$ cat src/rtl/complex_row_feeder_pkg.sv
// Shared definitions for the complex row feeder: element geometry, zero element
// and the feeder state encoding.
package complex_pkg;

   localparam int element_width = 64;
   localparam int NI            = 8;

   // All-zero bits is also +0.0 for both float halves of a complex element.
   localparam logic [element_width-1:0] ZERO_ELEM = '0;

   typedef enum logic [1:0] {
      ST_IDLE  = 2'd0,
      ST_FILL  = 2'd1,
      ST_DRAIN = 2'd2,
      ST_DONE  = 2'd3
   } feeder_state_t;

endpackage

$ cat src/rtl/complex_row_feeder_if.sv
// Element stream into the row feeder: payload with a valid/ready handshake.
interface complex_row_feeder_if #(
   parameter int element_width = complex_pkg::element_width
) ();

   logic [element_width-1:0] in_data;
   logic                     in_valid;
   logic                     in_ready;

   modport master (
      output in_data,
      output in_valid,
      input  in_ready
   );

   modport slave (
      input  in_data,
      input  in_valid,
      output in_ready
   );

endinterface

$ cat src/rtl/complex_row_feeder_assembler.sv
// Fill register for one row: slot-indexed element writes, clear, and a merged
// view that already includes the element being written this cycle.
module complex_row_assembler #(
   parameter int element_width = complex_pkg::element_width,
   parameter int NI            = complex_pkg::NI,
   parameter int SLOT_W        = (NI > 1) ? $clog2(NI) : 1
) (
   input  logic                        clk,
   input  logic                        rst,
   input  logic                        clr,
   input  logic                        wr_en,
   input  logic [SLOT_W-1:0]           wr_slot,
   input  logic [element_width-1:0]    wr_data,
   output logic [NI*element_width-1:0] merged_row
);

   logic [NI*element_width-1:0] fill_q;

   // Slots not yet written stay zero because the register is cleared at the
   // start of every row, which gives the padding of a short final row for free.
   always_comb begin
      merged_row = fill_q;
      for (int k = 0; k < NI; k++) begin
         if (wr_en && (wr_slot == SLOT_W'(k))) begin
            merged_row[k*element_width +: element_width] = wr_data;
         end
      end
   end

   always_ff @(posedge clk) begin
      if (rst || clr) begin
         fill_q <= '0;
      end else if (wr_en) begin
         fill_q <= merged_row;
      end
   end

endmodule

$ cat src/rtl/complex_row_feeder.sv
// Packs a serial stream of complex elements into NI-wide rows and sequences the
// start/row strobe/done signals for the downstream row accumulator.
//
//   state    | meaning
//   ---------+-----------------------------------------------------------
//   ST_IDLE  | waiting for go; nothing accepted, start low
//   ST_FILL  | accepting elements, emitting one strobe per completed row
//   ST_DRAIN | last row sent; start held while the accumulator flushes
//   ST_DONE  | single-cycle done pulse, start low
module complex_row_feeder #(
   parameter int element_width = complex_pkg::element_width,
   parameter int NI            = complex_pkg::NI,
   parameter int LEN_W         = 16,
   parameter int DRAIN         = 12
) (
   input  logic                        clk,
   input  logic                        rst,
   input  logic                        go,
   input  logic [LEN_W-1:0]            vec_len,
   complex_row_feeder_if.slave         in_s,
   output logic [NI*element_width-1:0] row_data,
   output logic                        row_valid,
   output logic                        row_last,
   output logic                        start,
   output logic                        busy,
   output logic                        done
);

   import complex_pkg::*;

   localparam int SLOT_W  = (NI > 1) ? $clog2(NI) : 1;
   localparam int DRAIN_W = (DRAIN > 0) ? $clog2(DRAIN + 1) : 1;

   feeder_state_t state_q;
   feeder_state_t state_d;

   logic [LEN_W-1:0]            remaining_q;
   logic [SLOT_W-1:0]           slot_q;
   logic [DRAIN_W-1:0]          drain_q;
   logic [NI*element_width-1:0] row_q;
   logic                        row_valid_q;
   logic                        row_last_q;

   logic                        in_ready_c;
   logic                        launch;
   logic                        accept;
   logic                        last_elem;
   logic                        row_done;
   logic                        fill_clr;
   logic [NI*element_width-1:0] merged_row;

   assign launch    = (state_q == ST_IDLE) && go && (vec_len != '0);
   assign accept    = in_s.in_valid && (state_q == ST_FILL);
   assign last_elem = accept && (remaining_q == LEN_W'(1));
   assign row_done  = accept && ((slot_q == SLOT_W'(NI - 1)) || (remaining_q == LEN_W'(1)));
   assign fill_clr  = launch || row_done;

   complex_row_assembler #(
      .element_width (element_width),
      .NI            (NI),
      .SLOT_W        (SLOT_W)
   ) u_assembler (
      .clk        (clk),
      .rst        (rst),
      .clr        (fill_clr),
      .wr_en      (accept),
      .wr_slot    (slot_q),
      .wr_data    (in_s.in_data),
      .merged_row (merged_row)
   );

   always_ff @(posedge clk) begin
      if (rst) begin
         state_q <= ST_IDLE;
      end else begin
         state_q <= state_d;
      end
   end

   always_comb begin
      state_d    = state_q;
      in_ready_c = 1'b0;
      start      = 1'b0;
      busy       = 1'b1;
      done       = 1'b0;
      case (state_q)
         ST_IDLE: begin
            busy = 1'b0;
            if (go) begin
               state_d = (vec_len == '0) ? ST_DONE : ST_FILL;
            end
         end
         ST_FILL: begin
            in_ready_c = 1'b1;
            start      = 1'b1;
            if (last_elem) begin
               state_d = ST_DRAIN;
            end
         end
         ST_DRAIN: begin
            start = 1'b1;
            if (drain_q == '0) begin
               state_d = ST_DONE;
            end
         end
         ST_DONE: begin
            done    = 1'b1;
            state_d = ST_IDLE;
         end
         default: begin
            state_d = ST_IDLE;
         end
      endcase
   end

   // The drain counter is loaded on the last accept, so DRAIN occupies the
   // strobe cycle plus DRAIN more before DONE.
   always_ff @(posedge clk) begin
      if (rst) begin
         remaining_q <= '0;
         slot_q      <= '0;
         drain_q     <= '0;
         row_q       <= '0;
         row_valid_q <= 1'b0;
         row_last_q  <= 1'b0;
      end else begin
         row_valid_q <= row_done;
         row_last_q  <= last_elem;
         if (row_done) begin
            row_q <= merged_row;
         end
         if (launch) begin
            remaining_q <= vec_len;
            slot_q      <= '0;
         end else if (accept) begin
            remaining_q <= remaining_q - LEN_W'(1);
            slot_q      <= row_done ? '0 : slot_q + SLOT_W'(1);
         end
         if (last_elem) begin
            drain_q <= DRAIN_W'(DRAIN);
         end else if ((state_q == ST_DRAIN) && (drain_q != '0)) begin
            drain_q <= drain_q - DRAIN_W'(1);
         end
      end
   end

   assign in_s.in_ready = in_ready_c;
   assign row_data      = row_q;
   assign row_valid     = row_valid_q;
   assign row_last      = row_last_q;

endmodule

$ cat src/flat_wrapper.sv
// flat-port wrapper written by rule: the top's interface ports become plain ports
module complex_row_feeder_flat import complex_pkg::*;
#(
   parameter int element_width = complex_pkg::element_width,
   parameter int NI            = complex_pkg::NI,
   parameter int LEN_W         = 16,
   parameter int DRAIN         = 12
)
  (clk, rst, go, vec_len, row_data, row_valid, row_last, start, busy, done, in_s_in_data, in_s_in_valid, in_s_in_ready);
  complex_row_feeder_if #(.element_width(element_width)) in_s_i ();
  input  logic clk;
  input  logic rst;
  input  logic go;
  input  logic [LEN_W-1:0] vec_len;
  output logic [NI*element_width-1:0] row_data;
  output logic row_valid;
  output logic row_last;
  output logic start;
  output logic busy;
  output logic done;
  input wire logic [$bits(in_s_i.in_data)-1:0] in_s_in_data;
  input wire logic [$bits(in_s_i.in_valid)-1:0] in_s_in_valid;
  output wire logic [$bits(in_s_i.in_ready)-1:0] in_s_in_ready;
  assign in_s_i.in_data = in_s_in_data;
  assign in_s_i.in_valid = in_s_in_valid;
  assign in_s_in_ready = in_s_i.in_ready;
  complex_row_feeder #(.element_width(element_width), .NI(NI), .LEN_W(LEN_W), .DRAIN(DRAIN)) u_core (.clk(clk), .rst(rst), .go(go), .vec_len(vec_len), .in_s(in_s_i), .row_data(row_data), .row_valid(row_valid), .row_last(row_last), .start(start), .busy(busy), .done(done));
endmodule
$ cat config.mk
export PLATFORM = sky130hd
export DESIGN_NAME = complex_row_feeder_flat
export DESIGN_NICKNAME = d
export VERILOG_FILES = /design/src/rtl/complex_row_feeder_pkg.sv /design/src/rtl/complex_row_feeder_if.sv /design/src/rtl/complex_row_feeder_assembler.sv /design/src/rtl/complex_row_feeder.sv /design/src/flat_wrapper.sv
export SDC_FILE = /design/constraint.sdc
export NUM_CORES = 2
export LEC_CHECK = 0
export ABC_CLOCK_PERIOD_IN_PS = 2800
export CAP_MARGIN = 10
export CELL_PAD_IN_SITES_DETAIL_PLACEMENT = 0
export CELL_PAD_IN_SITES_GLOBAL_PLACEMENT = 1
export CORE_MARGIN = 5
export CORE_UTILIZATION = 41
export DETAILED_ROUTE_END_ITERATION = 10
export GPL_ROUTABILITY_DRIVEN = 0
export PLACE_DENSITY_LB_ADDON = 0.1
export SETUP_SLACK_MARGIN = 0.15
export SLEW_MARGIN = 20
export SYNTH_ARGS = -nofsm -noshare
export SYNTH_HDL_FRONTEND = slang
export SYNTH_HIERARCHICAL = 1
export SYNTH_SLANG_ARGS = --single-unit
$ cat constraint.sdc
create_clock -name clk -period 2.8 [get_ports clk]
set_input_delay 0.7 -clock clk [delete_from_list [all_inputs] [get_ports clk]]
set_output_delay 0.7 -clock clk [all_outputs]
set_load 0.02 [all_outputs]
==> impl_results.md <==
* Outcome: finished, final reports clean
* Core footprint at 127,200 sq um
* Worst clock skew at 0.02984 ns
* Initial antenna violation count at 5
* IO Count at 602
* Fin crit period at 2.573 ns
* Max Cap Violations at 0
* Mapped Cells at 4,827
* CTS Sinks at 1,051
* Initial Util at 41.14%
* Die area at 134,900 sq um
* Total power at 36.17 mW
* Yosys reg bits at 1,051
* Clk buf depth at 3
* Hold Crit Class: flop to flop
* RSZ-0062 raised after global routing: no
* Clock slew at reported path FFs at 0.06 ns
* VDD IR-drop max at 485.7 uV
* Iteration count of the initial detailed-routing pass at 5
* Syn_area_per_cell at 10.84 sq um
* Rows at 131
* CTS tree: yes
* # DRC at 0
* Fin crit share at 91.90%
* Root Driver: clkbuf_16
* Chip Width at 367.2 um
* Routed Antenna Nets at 0
* Synthesized net count at 4,921
* Dominant synthesized flop cell: dfxtp_1
* Worst slew pin tran at 0.6383 ns
* Max incr delay on CP at 0.81 ns
* Count of different cell masters after synthesis at 51
* Sequential area share after synthesis at 40.21%
* Final TNS setup at 0 ns
* Worst-Skew Late Latency at 0.73 ns
* Chip height at 367.2 um
* Wire per inst at 23.21 um
* FILL cells at 11.42k
* Nets@finish at 5,554
* Hold-fix buffers at CTS at 0
* Synth-to-layout area growth at 26.30%
* Leak at 25.96 nW
* CP max FO at 2
* Pwr Density at 547.4 nW/um^2
* Number of hold violations in the final report at 0
* Crit end category: primary output
* Num CTS Buffers at 121
* Yosys synthesis warning count at 6
* DR vias at 36.84k
* Register Area at 21,040 sq um
* Post-Route WL at 167,600 um
* Global route overflow at 0
* Mapped Area at 52,320 sq um
* CP cell instances: clkdlybuf4s50_1
* H-tree levels at 3
* Final-report setup violation count at 0
* Layout cells sized above 1 at 19.07%
* EDFF count, synth at 0
* F_max at 388.6 MHz
* Largest net degree at the start of global routing at 91
* DP HPWL at 112,600 um
* Cell family with most CP delay: buffers and inverters
* Leading cell type in the layout, fill and taps excluded: dfxtp_1
* WS Path Type: flop to primary output
* Worst path slowest cell: clkdlybuf4s50_1
* Startpoint Class: flop
* Vias in the first global route at 37.89k
* Final Max Tran Viols at 0
* Via-to-Cell Ratio at 5.103
* Post-synthesis async set-or-reset flop share at 0%
* Area of the multi-input gates at 28,690 sq um
* Commonest cells after routing, fill and taps aside: dfxtp_1, nand2b_1, mux2i_1, clkdlybuf4s50_1, or3b_1
* Number of port buffers at 601
* Slew HR at 57.62%
* Total GRT Usage at 23.80%
* First-pass GRT wire length at 250,200 um
* Req. time, crit path at 2.10 ns
* CP bufs+invs at 1
* Worst EP arrival at 1.87 ns
* Initial DRC Count at 2,250
-- layout make-up --
type | instances | area share, %
tap | 1662 | 3.147
sequential | 1051 | 31.84
timing repair buffer | 998 | 15.69
clock buffer | 193 | 5.540
clock inverter | 23 | 0.3086
inverter | 8 | 0.04544
multi-input combinational | 3280 | 43.42
antenna | 4 | 0.01515
-- Yosys cell counts (all sizes together), types with 2 or more instances --
| library cell | n | area share [%] |
|---|---|---|
| ha | 10 | 0.24 |
| a21oi | 7 | 0.067 |
| and4bb | 2 | 0.048 |
| buf | 190 | 3.1 |
| xnor2 | 13 | 0.22 |
| nand4bb | 4 | 0.086 |
| mux2 | 512 | 11 |
| nor3 | 5 | 0.048 |
| inv | 7 | 0.050 |
| a311oi | 3 | 0.050 |
| nand2b | 1025 | 12 |
| and4 | 2 | 0.033 |
| nand3 | 3 | 0.029 |
| nor2 | 20 | 0.14 |
| a211oi | 17 | 0.24 |
| nor4 | 11 | 0.16 |
| xor2 | 4 | 0.067 |
| nand2 | 9 | 0.065 |
| or3b | 579 | 9.7 |
| or4 | 6 | 0.093 |
| mux2i | 1025 | 20 |
| nand4b | 4 | 0.067 |
| dfxtp | 1051 | 40 |
| or4b | 3 | 0.057 |
| clkbuf | 298 | 2.1 |
-- metal layers --
metal	part of all wire (%)	vias to the layer above	track usage (%)
li1	-	17930	-
met1	48	18030	33.82
met2	44	721	36.81
met3	5.8	153	5.529
met4	1.8	2	5.356
met5	0.0072	-	0
-- cell families after synthesis --
group | share of synthesized area [%]
flip-flops | 40.21
adder cells (fa/ha/maj) | 0.2391
buffers and inverters | 5.256
AO/OA/AOI/OAI | 0.4663
XOR/XNOR | 0.2846
multiplexers | 30.63
AND/OR/NAND/NOR | 22.92
-- power breakdown --
group          switching [mW]  internal (mW)  total, mW
registers               0.130           15.2       15.3
logic                    3.11           2.17       5.28
clock network            6.48           9.12       15.6
-- per-stage QoR --
step,util [%],hold WS [ns],setup WS (ns),cell area [sq um],instances
final,51.96,0.4692,0.2269,66080,7219
after global routing,51.95,0.4829,0.1489,66070,7215
after detailed placement,48.49,0.4599,-0.4345,61680,6981
after floorplan,-,0.4672,0.1560,52360,4827
after CTS,51.65,0.4736,0.1526,65700,7203
after global placement,48.49,0.4584,-0.4553,61680,6981
-- flip-flops by register name, indices dropped and copies added (netlist names) --
| name | cells |
|---|---|
| u_core/u_assembler/fill_q | 512 |
| u_core/row_valid | 1 |
| u_core/state_q | 2 |
| u_core/remaining_q | 16 |
| u_core/drain_q | 4 |
| u_core/slot_q | 3 |
| u_core/row_data | 512 |
| u_core/row_last | 1 |
-- tightest hold or removal path, stage by stage, from the launching register on --
cell      delay (ns)
dfxtp_1         0.30
nand2b_1        0.06
mux2i_1         0.06
-- worst paths after layout --
path / startpoint / endpoint / slack, ns / depth (start not counted)
max: u_core/row_data[426] / row_data[426] / 0.23 / 1
min reg2reg: u_core/row_data[201] / u_core/row_data[201] / 0.47 / 2
min: u_core/row_data[201] / u_core/row_data[201] / 0.47 / 2
max reg2reg: u_core/remaining_q[11] / u_core/row_data[410] / 0.27 / 8
-- what timing repair did --
item | CTS | global route
resized for setup | 22 | 36
endpoints found under the setup margin | 408 | 817
cloned | 3 | 7
pin swaps | 1 | 1
setup buffers | 3 | 5
Note: power is estimated with default switching activity, not from simulation.
